[config.mk]
export PLATFORM = sky130hd
export DESIGN_NAME = time_keeper
export DESIGN_NICKNAME = d
export VERILOG_FILES = /design/src/rtl/clock_pkg.sv /design/src/rtl/bcd_counter.sv /design/src/rtl/time_keeper.sv
export SDC_FILE = /design/constraint.sdc
export NUM_CORES = 1
export LEC_CHECK = 0
export CORE_MARGIN = 4
export CORE_UTILIZATION = 50
export CTS_CLUSTER_SIZE = 8
export DETAILED_ROUTE_END_ITERATION = 8
export GPL_ROUTABILITY_DRIVEN = 0
export HOLD_SLACK_MARGIN = 0.06
export PLACE_DENSITY = 0.72
export SKIP_CTS_REPAIR_TIMING = 1
export SLEW_MARGIN = 10
export SYNTH_ARGS = -nofsm -noshare
export SYNTH_HDL_FRONTEND = slang
export SYNTH_SLANG_ARGS = --single-unit
[constraint.sdc]
create_clock -name clk -period 2.6 [get_ports clk]
set_input_delay 0.52 -clock clk [delete_from_list [all_inputs] [get_ports clk]]
set_output_delay 0.52 -clock clk [all_outputs]
set_load 0.005 [all_outputs]
[src/rtl/clock_pkg.sv]
// Shared clock-domain types and limits used by the time keeper, display and alarm blocks.
package clock_pkg;

  localparam int unsigned SEC_MAX  = 59;
  localparam int unsigned MIN_MAX  = 59;
  localparam int unsigned HOUR_MAX = 23;
  localparam int unsigned BCD_W    = 8;

  // Time of day as two-digit BCD fields, {tens, ones} per field.
  typedef struct packed {
    logic [BCD_W-1:0] hour;
    logic [BCD_W-1:0] min;
    logic [BCD_W-1:0] sec;
  } bcd_time_t;

  // Converts a small binary value (0..99) to two-digit BCD.
  function automatic logic [BCD_W-1:0] to_bcd(input int unsigned v);
    logic [3:0] tens;
    logic [3:0] ones;
    tens = 4'((v / 10) % 10);
    ones = 4'(v % 10);
    return {tens, ones};
  endfunction

endpackage

[src/rtl/bcd_counter.sv]
// Two-digit BCD counter wrapping from MAX to 00; wrap flags the carry-out of an increment at MAX.
module bcd_counter
  import clock_pkg::*;
#(
  parameter int unsigned MAX = 59
) (
  input  logic             clk,
  input  logic             rst_n,
  input  logic             inc,
  input  logic             clr,
  output logic [BCD_W-1:0] val,
  output logic             wrap
);

  localparam logic [BCD_W-1:0] MAX_BCD = to_bcd(MAX);

  logic             at_max;
  logic [BCD_W-1:0] val_nxt;

  assign at_max = (val == MAX_BCD);
  assign wrap   = inc && at_max;

  // Next value: clear wins, then BCD increment with digit carry and wrap at MAX.
  always_comb begin
    val_nxt = val;
    if (clr) begin
      val_nxt = '0;
    end else if (inc) begin
      if (at_max) begin
        val_nxt = '0;
      end else if (val[3:0] == 4'd9) begin
        val_nxt = {val[7:4] + 4'd1, 4'd0};
      end else begin
        val_nxt = {val[7:4], val[3:0] + 4'd1};
      end
    end
  end

  // Field register.
  always_ff @(posedge clk or negedge rst_n) begin
    if (!rst_n) begin
      val <= '0;
    end else begin
      val <= val_nxt;
    end
  end

endmodule

[src/rtl/time_keeper.sv]
// 24-hour BCD time-of-day counter with 1 Hz prescaler and adjust-mode field stepping.
module time_keeper
  import clock_pkg::*;
#(
  parameter int unsigned TICK_DIV = 50_000_000
) (
  input  logic             clk,
  input  logic             rst_n,
  input  logic             adj_mode,
  input  logic             hour_en,
  input  logic             min_en,
  output logic [BCD_W-1:0] hour_bcd,
  output logic [BCD_W-1:0] min_bcd,
  output logic [BCD_W-1:0] sec_bcd,
  output logic             sec_tick,
  output logic             hour_chime
);

  localparam int unsigned      CNT_W    = (TICK_DIV > 1) ? $clog2(TICK_DIV) : 1;
  localparam logic [CNT_W-1:0] CNT_LAST = CNT_W'(TICK_DIV - 1);

  logic [CNT_W-1:0] presc;
  logic             adj_q;
  logic             tick;
  logic             adj_entry;
  logic             sec_wrap;
  logic             min_wrap;
  logic             hour_wrap;
  logic             min_inc;
  logic             hour_inc;
  bcd_time_t        now;

  assign tick      = !adj_mode && (presc == CNT_LAST);
  assign adj_entry = adj_mode && !adj_q;

  // In adjust mode the fields step only from the pulses, so an adjusted
  // minute wrap never reaches the hour counter or the chime.
  assign min_inc  = adj_mode ? min_en  : sec_wrap;
  assign hour_inc = adj_mode ? hour_en : min_wrap;

  // Prescaler: free-running in normal mode, held at 0 while adjusting.
  always_ff @(posedge clk or negedge rst_n) begin
    if (!rst_n) begin
      presc <= '0;
    end else if (adj_mode || tick) begin
      presc <= '0;
    end else begin
      presc <= presc + 1'b1;
    end
  end

  // Mode history and registered event pulses.
  always_ff @(posedge clk or negedge rst_n) begin
    if (!rst_n) begin
      adj_q      <= 1'b0;
      sec_tick   <= 1'b0;
      hour_chime <= 1'b0;
    end else begin
      adj_q      <= adj_mode;
      sec_tick   <= tick;
      hour_chime <= !adj_mode && min_wrap;
    end
  end

  bcd_counter #(.MAX(SEC_MAX)) u_sec (
    .clk   (clk),
    .rst_n (rst_n),
    .inc   (tick),
    .clr   (adj_entry),
    .val   (now.sec),
    .wrap  (sec_wrap)
  );

  bcd_counter #(.MAX(MIN_MAX)) u_min (
    .clk   (clk),
    .rst_n (rst_n),
    .inc   (min_inc),
    .clr   (1'b0),
    .val   (now.min),
    .wrap  (min_wrap)
  );

  bcd_counter #(.MAX(HOUR_MAX)) u_hour (
    .clk   (clk),
    .rst_n (rst_n),
    .inc   (hour_inc),
    .clr   (1'b0),
    .val   (now.hour),
    .wrap  (hour_wrap)
  );

  // A day rollover only comes from a minute carry or an explicit hour step.
  a_day_wrap_src: assert property (@(posedge clk) disable iff (!rst_n)
    hour_wrap |-> (min_wrap || hour_en));

  assign hour_bcd = now.hour;
  assign min_bcd  = now.min;
  assign sec_bcd  = now.sec;

endmodule

; Yosys cells after proc, flatten, opt, wreduce, memory -nomap -nowiden
; Index checks and enable logic that the tools add are counted.
[op_classes]
n_addsub = 7
multipliers = 0
bitwise = 0
div = 0
eq_ne = 7
shifts = 0
n_reduce_logical = 15
n_mux = 11
magnitude_cmp = 0
[op_table]
columns = op, n
row1 = 8-bit 2-to-1 mux, 8
row2 = "26-bit by 1-bit adder with 26-bit output, second input constant", 1
row3 = "26-bit equality test, second input constant", 1
row4 = 26-bit 2-to-1 mux, 1
row5 = "4-bit by 1-bit adder with 4-bit output, second input constant", 6
row6 = "8-bit by 7-bit equality test with 1-bit output, second input constant", 2
row7 = "4-bit equality test, second input constant", 3
row8 = "8-bit by 6-bit equality test with 1-bit output, second input constant", 1
row9 = 2-bit AND reduction, 3
row10 = 2-bit nonzero test, 3
row11 = 1-bit logical AND, 5
row12 = 3-bit nonzero test, 1
row13 = 1-bit logical NOT, 2
row14 = 1-bit 2-to-1 mux, 2
row15 = 1-bit logical OR, 1
[totals]
inputBits = 5
latchBits = 0
out_inout_bits = 26
n_memories = 0
ramBits = 0
mem_bits_ro = 0
register_bits = 53
elab_cells = 50

; Longest topological paths before layout
[depth]
depth_word = 7
ltp_mapped = 8
depth_no_buf = 7

; Hierarchy
; Synthesis repeated with hierarchy kept, for this count alone.
[unflattened]
cells_unflattened = 306
hier_area_um2 = 2966.6
[by_module_without_submodules]
columns = module, instances, area_per_inst_um2, cells_each, seq_area_each_um2
row1 = time_keeper, 1, 1475.2, 149, 725.7
row2 = bcd_counter at u_min ..., 2, 486.7, 50, 200.2
row3 = bcd_counter at u_hour, 1, 518.0, 57, 200.2

; Least setup slack after synthesis
; OpenSTA, ideal clock, no wires.
[synth_timing]
path_kind = register to register
from = register presc[0]
to = register u_hour.val[2]
stages_incl_launch_ff = 7
synth_period_minus_slack_ps = 2191
n_path_buf = 0
required_ps = 2475
slack_ps = 409
arrival_time_ps = 2066
setup_time_ps = 125
path_cell_list = dfrtp_1 -> ha_1 -> nand3_4 -> or4b_4 -> nor4_4 -> o21ai_2 -> mux2_4
[synth_via]
elab_chain_len = 6
[synth_lines]
columns = item, line
row1 = from (decl), time_keeper.sv:22  ; logic [CNT_W-1:0] presc;
row2 = from (signal assigned), time_keeper.sv:48  ; presc <= presc + 1'b1;
row3 = 26-bit equality test, time_keeper.sv:33  ; assign tick = !adj_mode && (presc == CNT_LAST);
row4 = 1-bit logical AND, time_keeper.sv:33
row5 = 1-bit logical AND, bcd_counter.sv:21  ; assign wrap = inc && at_max;
row6 = 1-bit 2-to-1 mux, time_keeper.sv:38  ; assign min_inc = adj_mode ? min_en : sec_wrap;
row7 = 1-bit logical AND, bcd_counter.sv:21
row8 = 1-bit 2-to-1 mux, time_keeper.sv:39  ; assign hour_inc = adj_mode ? hour_en : min_wrap;
row9 = to (signal assigned), bcd_counter.sv:44  ; val <= val_nxt;
row10 = to (decl), bcd_counter.sv:11  ; output logic [BCD_W-1:0] val,
; Every way passes these cells.
; A chain may end at the register's enable or synchronous reset.

; Worst setup path in the final report
[layout_timing]
from = register presc[10]
to = register u_min.val[5]
[layout_via]
elab_chain_len = 5
[layout_lines]
columns = item, line
row1 = 26-bit equality test, time_keeper.sv:33
row2 = 1-bit logical AND, time_keeper.sv:33
row3 = 1-bit logical AND, bcd_counter.sv:21
row4 = 1-bit 2-to-1 mux, time_keeper.sv:38
row5 = 2-bit AND reduction (no line), -
row6 = to (signal assigned), bcd_counter.sv:44
row7 = to (decl), bcd_counter.sv:11
; Every way passes these cells.

==> flow_metrics.tcl <==
set metrics [dict create \
    outcome "finished, final reports clean" \
    reg2reg_to "u_min.val[5]$_DFFE_PN0P_" \
    clock_path_buffers 2 \
    drv_cap 0 \
    avgRoutedWirePerCell_um 14.4 \
    grt_pass1_vias 2222 \
    tritoncts "built" \
    setup_tns_ns 0 \
    holdCritStartpoint "presc[0]$_DFF_PN0_" \
    final_max_slew_viol_count 0 \
    p_per_area_nw_per_um2 637 \
    cts_max_level 2 \
    instances_no_fill 407 \
    ys_seq_area_frac 0.449 \
    die_w_um 84.8 \
    synth_compound_gate_area_share 0.0890 \
    grt_use_total 0.173 \
    skew_ns 0.00853 \
    synthXorXnorAreaFrac 0.0742 \
    avgSynthCellArea_um2 9.90 \
    synth-edff-count 0 \
    drc 0 \
    hp-class "flip-flop to flip-flop" \
    core-area_um2 5610 \
    io_buffers 30 \
    hpwl_um 4210 \
    synth_ff_type "dfrtp_1" \
    synth_fa_ha_area_frac 0.0551 \
    dieArea_um2 7200 \
    syn-num-nets 316 \
    clk_latency_ns 0.31 \
    netlist_instances 298 \
    min_to "presc[0]$_DFF_PN0_" \
    syn_area_um2 2950 \
    worstHoldPathCells 1 \
    post-synth-top-area-fraction 0.449 \
    cellLeakagePower_nw 1.52 \
    fin_crit_ns 2.30 \
    grt_overflow 0 \
    grt_antenna_before_repair 0 \
    rsz0062_at_grt "false" \
    critical_path_class "flip-flop to flip-flop" \
    fin_crit_sh 0.886 \
    grt_pass1_wl_um 10200 \
    syn_to_final_growth_pct 16.7 \
    cp-start-kind "flip-flop" \
    final_antenna_net_count 0 \
    synth_top_area_cell "dfrtp_1" \
    place_inst 398 \
    finalNetCount 352 \
    ios 31 \
    drt_pass1_iterations 4 \
    fmax_mhz 434 \
    multi_input_area_um2 1550 \
    required_ns 2.80 \
    n_antenna_cell 0 \
    ir_drop_mv 0.338 \
    cp-end-kind "flip-flop" \
    path_max_fanout 6 \
    grt_max_degree 51 \
    rr_worst_depth 5 \
    clock_sinks 53 \
    drtIter0Drc 84 \
    design_area_um2 3450 \
    place_area_um2 3350 \
    synth-simple-area-share 0.264 \
    ys_ff_latch 53 \
    cts_buffers 5 \
    vias_per_cell 5.52 \
    start_util 0.526 \
    layout_common_cells "dfrtp_1, nor2_1, clkdlybuf4s50_1" \
    cts-root-buf "clkbuf_8" \
    r2r-start "presc[10]$_DFF_PN0_" \
    yosysWarningCount 0 \
    seqCellArea_um2 1330 \
    postSynth.asyncResetShare 1.00 \
    drt_wl_total_um 5870 \
    clk_pin_slew_ns 0.09 \
    hold_slack_ns 0.494 \
    die_height_um 84.8 \
    rrSetupSlack_ns 0.30 \
    ys_types 55 \
    slew_headroom 0.575 \
    hold_violations 0 \
    drive_gt1_frac 0.122 \
    worstPathArrival_ns 2.50 \
    worstMarginPinSlew_ns 0.637 \
    finalSetupViolCount 0 \
    final_common_cell "dfrtp_1" \
    rows 27 \
    fill_cells 486 \
    synthMuxAreaShare 0.0420 \
    synth_top_family_by_area "simple AND/OR/NAND/NOR gates" \
    vias 2245 \
    yosys-top-cells-area "dfrtp_1, nor2_1, ha_1" \
]
-- per-stage QoR --
step | total power [mW] | setup slack, ns | util
CTS | 2.22 | 0.300 | 0.613
floorplan | 1.43 | 0.409 | -
global placement | 1.74 | 0.277 | 0.598
finish | 2.20 | 0.297 | 0.614
detailed placement | 1.77 | 0.221 | 0.598
global route | 2.34 | 0.144 | 0.614
-- routing by layer --
| metal | vias to the layer above | share of wire | GRT usage |
|---|---|---|---|
| met3 | 5 | 0.041 | 0.0379 |
| met4 | 0 | 0.012 | 0.0475 |
| li1 | 1108 | - | - |
| met5 | - | 0 | 0 |
| met2 | 36 | 0.49 | 0.297 |
| met1 | 1096 | 0.46 | 0.220 |
-- registers in the layout (all words and copies together), names as in the netlist --
name / count
hour_chime: 1
u_hour.val: 8
u_min.val: 8
presc: 26
adj_q: 1
sec_tick: 1
u_sec.val: 8
-- cells by family (layout without fill, tap and decap cells) --
logic type,after synthesis,count (layout)
flip-flops,53,53
XOR/XNOR,25,25
adder cells (fa/ha/maj),13,13
multiplexers,11,11
AND/OR/NAND/NOR,136,136
AO/OA/AOI/OAI,41,41
buffers and inverters,19,56
-- final cells by class --
type                    instances  share of cell area
inverters                       9             0.00980
clock inverters                 2             0.00290
repair buffers                 39               0.106
well taps                      72              0.0261
multi-input cells             226               0.449
flip-flops and latches         53               0.385
clock buffers                   6              0.0211
-- synthesized netlist by cell type, types with 3 or more instances --
cell and n:
nand3_1 13, nor4_1 3, inv_1 9, nand2_1 24, mux2i_1 3, a31oi_1 5, dfrtp_1 53, nand4_1 8
o41ai_1 4, clkbuf_1 7, ha_1 13, and2_1 4, xor2_1 15, and3b_1 3, o21ai_0 11, nor2_1 49
a21oi_1 8, xnor2_1 10, and3_1 3, nor3_1 3, mux2_2 7
-- worst max-delay path by stage --
stage	startpoint	to	slack, ns	cells after the start
5_1_grt	presc[0]$_DFF_PN0_	u_hour.val[1]$_DFFE_PN0P_	0.14	7
4_1_cts	presc[0]$_DFF_PN0_	u_hour.val[1]$_DFFE_PN0P_	0.30	7
6_report	presc[10]$_DFF_PN0_	u_min.val[5]$_DFFE_PN0P_	0.30	5
3_5_place_dp	adj_mode	u_min.val[5]$_DFFE_PN0P_	0.22	5
2_1_floorplan	presc[0]$_DFF_PN0_	u_hour.val[2]$_DFFE_PN0P_	0.41	6
3_3_place_gp	adj_mode	u_min.val[5]$_DFFE_PN0P_	0.28	5
-- power by group --
part           internal, mW  leakage, nW  switching, mW  total, mW
sequential            0.934        0.710          0.162       1.10
combinational         0.382        0.766          0.263      0.645
clock                 0.188       0.0450          0.268      0.455
-- critical path: stages (launching register included) --
cell	delay [ns]
dfrtp_1	0.42
nor4b_1	0.54
and3_1	0.30
nand4_1	0.22
a21boi_1	0.35
mux2_2	0.37
No activity file was read; power rests on OpenSTA's default activity.
